**config.mk**
```make
export PLATFORM = sky130hd
export DESIGN_NAME = bf_relax_engine
export DESIGN_NICKNAME = d
export VERILOG_FILES = /design/src/rtl/bf_pkg.sv /design/src/rtl/bf_relax_alu.sv /design/src/rtl/bf_relax_engine.sv
export SDC_FILE = /design/constraint.sdc
export NUM_CORES = 1
export LEC_CHECK = 0
export BUFFER_PORTS_ARGS = -buffer_cell sky130_fd_sc_hd__buf_2
export CAP_MARGIN = 0
export CORE_MARGIN = 8
export CORE_UTILIZATION = 55
export DETAILED_ROUTE_END_ITERATION = 10
export HOLD_SLACK_MARGIN = 0.05
export PLACE_DENSITY = 0.82
export SLEW_MARGIN = 30
export SYNTH_ARGS = -nofsm -noshare
export SYNTH_HDL_FRONTEND = slang
export SYNTH_SLANG_ARGS = --single-unit
```
**constraint.sdc**
```tcl
create_clock -name clock -period 11.7 [get_ports clock]
set_input_delay 2.34 -clock clock [delete_from_list [all_inputs] [get_ports clock]]
set_output_delay 2.34 -clock clock [all_outputs]
set_load 0.01 [all_outputs]
```
**src/rtl/bf_pkg.sv**
```systemverilog
// rtl/bf_pkg.sv - shared state encoding, INF constant and edge-word layout for the Bellman-Ford engine
package bf_pkg;

  typedef enum logic [3:0] {
    S_IDLE,
    S_INIT,
    S_EDGE_RD,
    S_DIST_RD,
    S_RELAX,
    S_PASS_END,
    S_CHK_RD,
    S_CHK_DR,
    S_CHK_EV,
    S_DONE
  } state_e;

  // Largest positive signed value of the given width; doubles as "unreached".
  function automatic logic [63:0] inf_val(input int unsigned width);
    inf_val = (64'd1 << (width - 1)) - 64'd1;
  endfunction

  // Edge word is {u, v, w} with u in the MSBs.
  localparam int W_LSB = 0;

  function automatic int v_lsb(input int dist_w);
    v_lsb = dist_w;
  endfunction

  function automatic int u_lsb(input int node_w, input int dist_w);
    u_lsb = dist_w + node_w;
  endfunction

endpackage

```
**src/rtl/bf_relax_alu.sv**
```systemverilog
// rtl/bf_relax_alu.sv - combinational relax test: saturating du+w, INF guard, signed compare against dv
module bf_relax_alu
  import bf_pkg::*;
#(
  parameter int DIST_W = 32
) (
  input  logic signed [DIST_W-1:0] du,
  input  logic signed [DIST_W-1:0] dv,
  input  logic signed [DIST_W-1:0] w,
  output logic signed [DIST_W-1:0] sum,
  output logic                     relax_ok
);

  localparam logic [DIST_W-1:0] INF  = DIST_W'(inf_val(DIST_W));
  localparam logic [DIST_W-1:0] SMIN = {1'b1, {(DIST_W-1){1'b0}}};

  logic signed [DIST_W:0] w_wide;

  always_comb begin
    w_wide = {du[DIST_W-1], du} + {w[DIST_W-1], w};
    // Top two bits disagree only when the true sum left the DIST_W range.
    case (w_wide[DIST_W:DIST_W-1])
      2'b10:   sum = SMIN;
      2'b01:   sum = INF;
      default: sum = w_wide[DIST_W-1:0];
    endcase
    relax_ok = (du != INF) && (sum < dv);
  end

endmodule

```
**src/rtl/bf_relax_engine.sv**
```systemverilog
// rtl/bf_relax_engine.sv - single-source Bellman-Ford sequencer over edge/distance SRAMs
// Optional predecessor-table write port enabled by BF_PRED_EN.
module bf_relax_engine
  import bf_pkg::*;
#(
  parameter int NODE_W  = 8,
  parameter int DIST_W  = 32,
  parameter int EDGE_AW = 13
) (
  input  logic                       clock,
  input  logic                       reset,
  input  logic                       start,
  input  logic [NODE_W-1:0]          num_nodes,
  input  logic [EDGE_AW:0]           num_edges,
  input  logic [NODE_W-1:0]          src_node,
  output logic [EDGE_AW-1:0]         em_addr,
  input  logic [2*NODE_W+DIST_W-1:0] em_data,
  output logic [NODE_W-1:0]          dm_raddr1,
  input  logic [DIST_W-1:0]          dm_rdata1,
  output logic [NODE_W-1:0]          dm_raddr2,
  input  logic [DIST_W-1:0]          dm_rdata2,
  output logic [NODE_W-1:0]          dm_waddr,
  output logic [DIST_W-1:0]          dm_wdata,
  output logic                       dm_we,
  output logic                       busy,
  output logic                       done,
  output logic                       neg_cycle,
  output logic                       err,
  output logic [NODE_W-1:0]          pass_cnt
`ifdef BF_PRED_EN
  ,
  output logic [NODE_W-1:0]          pm_waddr,
  output logic [NODE_W-1:0]          pm_wdata,
  output logic                       pm_we
`endif
);

  localparam int                U_LSB = u_lsb(NODE_W, DIST_W);
  localparam int                V_LSB = v_lsb(DIST_W);
  localparam logic [DIST_W-1:0] INF   = DIST_W'(inf_val(DIST_W));
  localparam logic [NODE_W-1:0] N_ONE = 1;
  localparam logic [EDGE_AW:0]  E_ONE = 1;

  state_e              r_state, w_next;
  logic [NODE_W-1:0]   r_n, r_src, r_idx, r_pass, r_u, r_v;
  logic [EDGE_AW:0]    r_ne, r_e;
  logic [DIST_W-1:0]   r_w;
  logic                r_changed, r_neg, r_err;

  logic [EDGE_AW:0]    w_e_nx;
  logic                w_last;
  logic [NODE_W-1:0]   w_pass_nx, w_n_m1;
  logic [DIST_W-1:0]   w_sum;
  logic                w_relax_ok;

  assign w_e_nx    = r_e + E_ONE;
  assign w_last    = (w_e_nx >= r_ne);
  assign w_pass_nx = r_pass + N_ONE;
  assign w_n_m1    = r_n - N_ONE;

  assign neg_cycle = r_neg;
  assign err       = r_err;
  assign pass_cnt  = r_pass;

  bf_relax_alu #(.DIST_W(DIST_W)) u_alu (
    .du       (dm_rdata1),
    .dv       (dm_rdata2),
    .w        (r_w),
    .sum      (w_sum),
    .relax_ok (w_relax_ok)
  );

  always_ff @(posedge clock) begin
    if (reset) r_state <= S_IDLE;
    else       r_state <= w_next;
  end

  always_comb begin
    w_next    = r_state;
    busy      = (r_state != S_IDLE) && (r_state != S_DONE);
    done      = (r_state == S_DONE);
    em_addr   = r_e[EDGE_AW-1:0];
    dm_raddr1 = r_u;
    dm_raddr2 = r_v;
    dm_waddr  = r_v;
    dm_wdata  = '0;
    dm_we     = 1'b0;
    case (r_state)
      S_IDLE: if (start) w_next = (num_nodes == '0) ? S_DONE : S_INIT;
      S_INIT: begin
        dm_waddr = r_idx;
        dm_wdata = (r_idx == r_src) ? '0 : INF;
        dm_we    = !r_err;
        if (r_err)                    w_next = S_DONE;
        else if (r_idx == w_n_m1) begin
          if (r_n == N_ONE)           w_next = (r_ne == '0) ? S_DONE : S_CHK_RD;
          else                        w_next = (r_ne == '0) ? S_PASS_END : S_EDGE_RD;
        end
      end
      S_EDGE_RD: w_next = S_DIST_RD;
      S_DIST_RD: begin
        dm_raddr1 = em_data[U_LSB +: NODE_W];
        dm_raddr2 = em_data[V_LSB +: NODE_W];
        w_next    = S_RELAX;
      end
      S_RELAX: begin
        dm_wdata = w_sum;
        dm_we    = w_relax_ok;
        w_next   = w_last ? S_PASS_END : S_EDGE_RD;
      end
      S_PASS_END: begin
        if (!r_changed)               w_next = S_DONE;
        else if (w_pass_nx == w_n_m1) w_next = S_CHK_RD;
        else                          w_next = S_EDGE_RD;
      end
      S_CHK_RD: w_next = S_CHK_DR;
      S_CHK_DR: begin
        dm_raddr1 = em_data[U_LSB +: NODE_W];
        dm_raddr2 = em_data[V_LSB +: NODE_W];
        w_next    = S_CHK_EV;
      end
      S_CHK_EV: w_next = (w_relax_ok || w_last) ? S_DONE : S_CHK_RD;
      S_DONE:   w_next = S_IDLE;
      default:  w_next = S_IDLE;
    endcase
  end

  always_ff @(posedge clock) begin
    if (reset) begin
      r_n <= '0; r_src <= '0; r_idx <= '0; r_pass <= '0; r_u <= '0; r_v <= '0;
      r_ne <= '0; r_e <= '0; r_w <= '0;
      r_changed <= 1'b0; r_neg <= 1'b0; r_err <= 1'b0;
    end else begin
      case (r_state)
        S_IDLE: if (start) begin
          r_n       <= num_nodes;
          r_ne      <= num_edges;
          r_src     <= src_node;
          r_err     <= (src_node >= num_nodes);
          r_neg     <= 1'b0;
          r_pass    <= '0;
          r_changed <= 1'b0;
          r_idx     <= '0;
          r_e       <= '0;
        end
        S_INIT: r_idx <= r_idx + N_ONE;
        S_DIST_RD, S_CHK_DR: begin
          r_u <= em_data[U_LSB +: NODE_W];
          r_v <= em_data[V_LSB +: NODE_W];
          r_w <= em_data[W_LSB +: DIST_W];
        end
        S_RELAX: begin
          if (w_relax_ok) r_changed <= 1'b1;
          r_e <= w_e_nx;
        end
        S_PASS_END: begin
          r_pass    <= w_pass_nx;
          r_changed <= 1'b0;
          r_e       <= '0;
        end
        S_CHK_EV: begin
          if (w_relax_ok) r_neg <= 1'b1;
          r_e <= w_e_nx;
        end
        default: ;
      endcase
    end
  end

`ifdef BF_PRED_EN
  // Predecessor entry follows every distance write; all-ones marks "no predecessor".
  assign pm_waddr = dm_waddr;
  assign pm_we    = dm_we;
  assign pm_wdata = (r_state == S_INIT) ? '1 : r_u;
`endif

endmodule

```
After elaboration in Yosys (flattened, before gate mapping)
Cells that the tools add are included.
Operators by class
  $lt $le $gt $ge: 3
  reduce and logical (&&, ||, !) cells: 22
  muxes and demuxes: 28
  $add $sub $neg: 5
  equality and inequality tests: 21
Operator list (number)
  $pmux 32 s2: 2
  $pmux 14 s3: 1
  $pmux 4 s9: 1
  $add 32x32->33: 1
  $lt 32x32->1: 1
  $mux 4: 8
  $mux 8: 4
  $ne 32x31->1 const B: 1
  $pmux 8 s2: 2
  $mux 31: 1
  $eq 8x8->1: 3
  $add 8x1->8 const B: 2
  $eq 4x3->1 const B: 4
  $add 14x1->14 const B: 1
  $ge 14x14->1: 1
  $logic_not 14->1: 1
  $mux 14: 1
  $reduce_and 2->1: 5
  $mux 3: 3
  $eq 4x2->1 const B: 2
  $eq 4x4->1 const B: 2
  $eq 8x1->1 const B: 1
  $ge 8x8->1: 1
  $logic_not 8->1: 1
  19 further kinds: 29
Storage, ports and cells
  bits of input ports: 145
  logic and storage cells: 92
  output and inout port bits: 82
  bits in registers: 115

Longest topological paths before layout
Gate-level depths: netlist of the first run.
  depth after elaboration: 8
  gate-level depth with buffers: 25

By module
From an unflattened synthesis of the first run, not the netlist that was laid out.
Unflattened totals
  cell total of the unflattened synthesis: 1288
  area, all modules: 9275.1 um^2
By module, submodules not included
  bf_relax_engine: area each 6239.7 um^2, times used 1, seq. area each 2302.2 um^2, cells each 865
  bf_relax_alu: area each 3035.4 um^2, times used 1, seq. area each 0.0 um^2, cells each 423

Worst setup path before layout of the first run
Ideal clock, no wire load.
  kind: in2out
  start: input dm_rdata1[15]
  end: output dm_we
  data arrival time: 6.914 ns
  path buffers: 3
  required time: 9.360 ns
  slack: 2.446 ns
  stages on the path: 23
  cell sequence: ha_1 > buf_2 > a21oi_2 > nand2_1 > o311ai_2 > o211ai_2 > a311o_2 > a31oi_2 > inv_2 > ha_1 > clkbuf_1 > inv_1 > nand3_2 > buf_4 > o21ai_1 > ha_1 > a21o_1 > a21o_1 > a221o_1 > a221o_1 > a31oi_1 > nand2_1 > o21ai_0
On the way
  longest elaborated chain between the ends: 6
  elaborated cells on any way between the ends: 8
Ends and longest elaborated chain
  from (decl): line bf_relax_engine.sv:19  | input logic [DIST_W-1:0] dm_rdata1,
  $add 32x32->33: line bf_relax_alu.sv:20  | w_wide = {du[DIST_W-1], du} + {w[DIST_W-1], w};
  $eq 2x1->1 or $eq 2x2->1 (tied branches): line bf_relax_alu.sv:22  | case (w_wide[DIST_W:DIST_W-1])
  $pmux 32 s2: line bf_relax_alu.sv:22
  $lt 32x32->1: line bf_relax_alu.sv:27  | relax_ok = (du != INF) && (sum < dv);
  $logic_and 1x1->1 (*): line bf_relax_alu.sv:27
  $pmux 1 s2 (*): line bf_relax_engine.sv:88  | case (r_state)
  to (decl): line bf_relax_engine.sv:24  | output logic dm_we,
Every way passes the cells marked *; elsewhere a longest branch is shown, timed or not.

Worst setup path in the final report of the first run
  start: input dm_rdata1[13]
  end: output dm_we
The elaborated chain is that of the path after synthesis.

==> metrics.txt, run 1 <==
# fillers roughly 1400; Hold Crit Class flop to flop; Crit path max-delay family compound AO/OA/AOI/OAI gates; average size of a mapped cell around 7.3 um^2; row count 46; Final Skew 0.009775 ns; residual DRC count 0; share of cells above drive strength 1 0.2120; fraction of the cycle the final worst path needs 0.9026; GRT Total Usage 0.2586; Mapped Nets around 1500; Max IR drop VDD 0.1528 mV; ys async rst share 0; DP HPWL ~21 mm; status complete, no violations; Crit. End Element output port; Post-CTS Setup Bufs 0; cts hold-fix bufs 0; Hold Violations, Final 0; Syn Inst Count between 1000 and 1500; worst path required time ~9.4 ns; clock tree buffer depth 2; htree depth 4; die height roughly 140 um; Core Util, Final 0.6790; setup TNS 0 ns; f_max ~95 MHz; Slew @ Worst Pin around 0.93 ns; pre-CTS setup slack roughly 1.3 ns; YS warnings 0; Max stage delay cell, worst path ha_1; ANT nets after route 0; max reg flops 32; CTS root buf clkbuf_16; Rel. slew slack 0.3798; worst path cell trace buf_2, ha_1, a21oi_1, o22ai_1, o311ai_2, o211ai_2, a311o_2, a31oi_2, inv_2, ha_1, inv_1, nand3_2, o21ai_0, ha_1, a21o_1, a21o_1, a2111oi_0, o211ai_1, a31oi_1, nand2_1, o21ai_0, buf_2; Most used DFF post-synth dfxtp_1; Max FO, Critical Path 24; Detailed Route WL between 20 and 30 mm; CTS tree built; synthesized area between 8000 and 9000 um^2; DR vias/cell roughly 5.7; most used cell, CP ha_1; leakage approximately 5.2 nW; Nets between 1500 and 2000; number of global-route vias before repair about 9200; post-CTS resize count 0; gr ovfl total 0; number of max-cap violations 0; I/O Buffers around 230; type of origin of the critical path input pin; power per cell area between 150 and 200 nW/um^2; slowest stage delay, CP between 0.6 and 0.7 ns; WP buf/inv 4; initial antenna violation count 2; worst-skew pair later-pin latency ~0.4 ns; library cells used by synthesis 76; DIE AREA 20640 um^2; register area share after synthesis 0.2568; RSZ-0062 raised after global routing false; Seq cells post-synth approximately 120; commonest cells after routing, fill and taps aside 250 x nand2_1, 225 x buf_2, 152 x a21oi_1, 115 x dfxtp_1, 92 x ha_1; setup violators final 0; number of flops mapped to enable cells by yosys 0; Starting Density 0.5644; commonest non-fill, non-tap cell in the layout nand2_1; via count of the routed design 9402; DIE WIDTH 143.7 um; Worst-path clk slew ~0.06 ns; Most flops, register r_w; synthesis-to-finish area growth 20.31%; first-pass GRT wire length ~43 mm; clk sinks 115; Num CTS Buffers 17; GPL Wtd Cong 0.9185; pin count of the biggest net entering global routing 60; I/O pin total between 200 and 250; Routed wire per std cell roughly 16 um; Max Slew Vio Count 0; drt pass-1 iters 5; final setup margin about 1.1 ns; final hold slack 0.4609 ns; Initial DRC Count 837; core area roughly 16000 um^2; Arr. time, crit path 8.22 ns; minimum clock period ~11 ns; Final Power between 2 and 2.5 mW; Worst Path Class, Setup input pin to output port; top flop regs r_w: 32 flops, r_e: 14 flops, r_ne: 14 flops
-- worst register-to-register path, delay by kind of cell (launching register included) --
family	cells	cell delay, ns
compound gates	14	3.67
fa+ha+maj	3	1.40
buf+inv	2	0.25
flops	1	0.32
simple gates	2	0.39
-- report_power, final --
| group | leakage (nW) | switching (mW) | total [mW] | internal, mW |
|---|---|---|---|---|
| clock | 0.327 | 0.181 | 0.612 | 0.431 |
| sequential | 0.932 | 0.0644 | 0.511 | 0.447 |
| combinational | 3.93 | 0.611 | 1.00 | 0.389 |
-- Yosys cell counts (6+ instances only) --
cell	count	share of area
a21oi_1	152	0.085
o21ai_2	17	0.017
nand4_1	22	0.015
a22oi_1	6	0.0050
dfxtp_1	115	0.26
and2_1	7	0.0049
a31oi_1	17	0.012
nand3b_1	10	0.0084
xor2_1	35	0.034
o21ai_0	62	0.035
nand2_1	250	0.10
xnor2_1	40	0.039
nor3_1	18	0.010
buf_4	15	0.013
nor2b_1	7	0.0049
a21o_1	17	0.014
o211ai_1	8	0.0067
inv_1	71	0.030
clkbuf_1	44	0.018
and3_1	14	0.0098
ha_1	92	0.13
nor4_1	6	0.0042
nor2_1	74	0.031
nand3_1	26	0.015
nand2b_1	12	0.0084
-- cells by family (layout without fill, tap and decap cells) --
family	Yosys count	count (layout)	share of synthesized area
other	0	1	0
AND/OR/NAND/NOR	473	473	0.2396
buffers and inverters	141	336	0.06755
multiplexers	2	2	0.002373
flip-flops	115	115	0.2568
XOR/XNOR	75	75	0.07327
AO/OA/AOI/OAI	335	335	0.2297
adder cells (fa/ha/maj)	93	93	0.1306
-- per-stage QoR --
step | std cells | area [um^2]
finish | 1646 | 10790
floorplan | 1234 | 8965
global placement | 1614 | 10090
global route | 1646 | 10790
CTS | 1645 | 10780
detailed placement | 1614 | 10090
-- layer usage --
layer | wire length (um) | vias to the layer above | GRT usage
li1 | - | 4665 | -
met1 | 11250 | 4311 | 0.3093
met2 | 12930 | 370 | 0.4423
met3 | 2024 | 54 | 0.05508
met4 | 695 | 2 | 0.1046
met5 | 12 | - | 0
-- final timing paths --
path	from	to	slack, ns	cells past startpoint
setup reg to reg	r_w[13]	r_state[1]	5.58	21
setup / recovery	dm_rdata1[13]	dm_we	1.14	22
hold / removal	r_w[21]	r_w[21]	0.46	2
hold reg to reg	r_w[21]	r_w[21]	0.46	2
-- area by class of cell --
class | instances | area, um^2 | share of cell area
antenna | 1 | 2.502 | 0.0002320
clock inverter | 9 | 225.2 | 0.02088
tap | 216 | 270.3 | 0.02506
sequential | 115 | 2302 | 0.2135
timing repair buffer | 232 | 1179 | 0.1093
inverter | 73 | 274.0 | 0.02541
clock buffer | 22 | 464.2 | 0.04304
multi-input combinational | 978 | 6068 | 0.5626
(Power assumes the default switching activity.)
==> run 2, diff against run 1 <==
--- a/config.mk
+++ b/config.mk
@@ -5,14 +5,14 @@
 export SDC_FILE = /design/constraint.sdc
 export NUM_CORES = 1
 export LEC_CHECK = 0
-export BUFFER_PORTS_ARGS = -buffer_cell sky130_fd_sc_hd__buf_2
 export CAP_MARGIN = 0
 export CORE_MARGIN = 8
 export CORE_UTILIZATION = 55
 export DETAILED_ROUTE_END_ITERATION = 10
+export DONT_BUFFER_PORTS = 1
 export HOLD_SLACK_MARGIN = 0.05
-export PLACE_DENSITY = 0.82
-export SLEW_MARGIN = 30
+export PLACE_DENSITY = 0.7
+export SLEW_MARGIN = 20
 export SYNTH_ARGS = -nofsm -noshare
 export SYNTH_HDL_FRONTEND = slang
 export SYNTH_SLANG_ARGS = --single-unit
==> run 2 against run 1 <==
Sequential share of layout area is 2.8 points higher. Die area stayed put. Maximum frequency is 1.1% higher. Sequential power hardly changed. Critical path depth is 1 lower. First-iteration DRC count is 17% lower. Design area is 12% lower. Largest cell class unchanged. Highest routed layer is now met4.
==> metrics.txt, run 2 (synthesis results as in run 1) <==
antenna diode count 0 (was 1); Worst Path Class, Setup input pin to output port (unchanged); Nets 1428 (was 1655); pin count of the biggest net entering global routing 113 (was 60); cts hold-fix bufs 0 (unchanged); Sequential cell area 2302 um^2 (unchanged); leakage 4.139 nW (was 5.193 nW); Most flops, register r_w (unchanged); residual DRC count 0 (unchanged); Final Instance Area 9515 um^2 (was 10790 um^2); initial antenna violation count 0 (was 2); top flop regs r_w: 32 flops, r_e: 14 flops, r_ne: 14 flops (unchanged); clock tree buffer depth 2 (unchanged); synthesis-to-finish area growth 6.141% (was 20.31%); R2R Path End r_state[1] (unchanged); via count of the routed design 8325 (was 9402); clk sinks 115 (unchanged); f_max 95.76 MHz (was 94.70 MHz); Num CTS Buffers 17 (unchanged); htree depth 4 (unchanged); Detailed Route WL 25.25 mm (was 26.92 mm); number of global-route vias before repair 7764 (was 9201); Hold Violations, Final 0 (unchanged); worst-skew pair later-pin latency 0.41 ns (about the same); status complete, no violations (unchanged); drt pass-1 iters 6 (was 5); RSZ-0062 raised after global routing false (unchanged); setup violators final 0 (unchanged); I/O Buffers 0 (was 226); CTS tree built (unchanged); Rel. slew slack 0.3516 (was 0.3798); Final Non-Filler Cells 1418 (was 1646); setup TNS 0 ns (unchanged); number of max-cap violations 0 (unchanged); Final Skew 0.005234 ns (was 0.009775 ns); FF-to-FF path depth 22 (was 21); Routed wire per std cell 17.81 um (was 16.35 um); Initial DRC Count 696 (was 837); Worst R2R Start r_w[8] (was r_w[13]); worst hold stages 2 (unchanged); WHS Endpoint r_w[11] (was r_w[21]); die height 143.7 um (unchanged); Worst-path clk slew 0.05 ns (was 0.06 ns); Max IR drop VDD 0.1396 mV (was 0.1528 mV); Crit. End Element output port (unchanged); Max Slew Vio Count 0 (unchanged); gr ovfl total 0 (unchanged); core area 15890 um^2 (unchanged); type of origin of the critical path input pin (unchanged); first-pass GRT wire length 39.19 mm (was 43.41 mm); I/O pin total 227 (unchanged); DP HPWL 19.73 mm (was 20.80 mm); Slew @ Worst Pin 0.9683 ns (was 0.9280 ns); minimum clock period 10.44 ns (was 10.56 ns); ANT nets after route 0 (unchanged); share of cells above drive strength 1 0.06323 (was 0.2120); DR vias/cell 5.871 (was 5.712); commonest cells after routing, fill and taps aside 250 x nand2_1, 152 x a21oi_1, 115 x dfxtp_1, 92 x ha_1, 74 x nor2_1 (was 250 x nand2_1, 225 x buf_2, 152 x a21oi_1, 115 x dfxtp_1, 92 x ha_1); fraction of the cycle the final worst path needs 0.8925 (was 0.9026); DIE AREA 20640 um^2 (unchanged); commonest non-fill, non-tap cell in the layout nand2_1 (unchanged); Cell Area, Placed 8947 um^2 (was 10090 um^2); Arr. time, crit path 8.10 ns (was 8.22 ns); Post-CTS Setup Bufs 0 (unchanged); # fillers 1550 (was 1380); CTS root buf clkbuf_16 (unchanged); post-CTS resize count 0 (unchanged); row count 46 (unchanged); worst path required time 9.36 ns (about the same); GRT Total Usage 0.2377 (was 0.2586); Starting Density 0.5644 (unchanged); power per cell area 198.0 nW/um^2 (was 196.9 nW/um^2); Max FO, Critical Path 24 (unchanged); worst reg-to-reg setup slack 5.48 ns (was 5.58 ns); Hold Startpoint r_w[11] (was r_w[21]); multi-input logic area 6063 um^2 (was 6068 um^2); Hold Crit Class flop to flop (unchanged); Placed Instances 1387 (was 1614); GPL Wtd Cong 0.9066 (was 0.9185); DIE WIDTH 143.7 um (unchanged); max reg flops 32 (unchanged)
-- run 2: routing by layer --
metal  vias up  part of all wire  wire length (um)  track usage
li1       4206                 -                 -            -
met1      3813              0.42             10670       0.2797
met2       272              0.47             11980       0.4084
met3        34             0.082              2073      0.06636
met4         0             0.021               522      0.07803
met5         -                 0                 0            0
-- run 2: worst max-delay path, cell delays in order --
cell,delay (ns)
ha_1,0.36
a21oi_1,0.16
o21ai_0,0.16
a41oi_1,0.33
nand3_1,0.20
a311oi_1,0.36
xor2_1,0.32
inv_2,0.12
ha_1,0.69
inv_1,0.09
buf_4,0.22
nand3_2,0.31
o21ai_0,0.16
ha_1,0.32
a21o_1,0.18
a21o_1,0.16
a2111oi_0,0.43
o211ai_1,0.19
a31oi_1,0.61
nand2_1,0.13
o21ai_0,0.25
-- run 2: how the worst max path moves through the flow --
stage / startpoint / endpoint / slack (ns)
after floorplan: dm_rdata1[15] / dm_we / 2.45
after global placement: dm_rdata1[13] / dm_we / 1.50
after detailed placement: dm_rdata1[8] / dm_we / 1.33
after CTS: dm_rdata1[8] / dm_we / 1.29
after global routing: dm_rdata1[17] / dm_we / 0.88
final: dm_rdata1[8] / dm_we / 1.26
-- run 2: layout make-up --
cell class,count,share of cell area
inverters,73,0.02880
clock inverters,11,0.01170
multi-input cells,978,0.6372
clock buffers,20,0.04799
well taps,216,0.02840
repair buffers,5,0.003945
flip-flops and latches,115,0.2419
-- run 2: through the flow --
stage / util / hold WS, ns / power [mW] / setup WS [ns]
floorplan: - / 0.4400 / 1.213 / 2.446
global placement: 0.5632 / 0.4418 / 1.376 / 1.496
detailed placement: 0.5632 / 0.4466 / 1.392 / 1.326
CTS: 0.5990 / 0.4536 / 1.894 / 1.292
global route: 0.5990 / 0.4717 / 2.021 / 0.8788
finish: 0.5990 / 0.4565 / 1.884 / 1.258
-- run 2: power breakdown --
part / switching (mW) / internal [mW] / total, mW
logic: 0.567 / 0.310 / 0.877
registers: 0.0657 / 0.447 / 0.513
clock network: 0.174 / 0.320 / 0.495
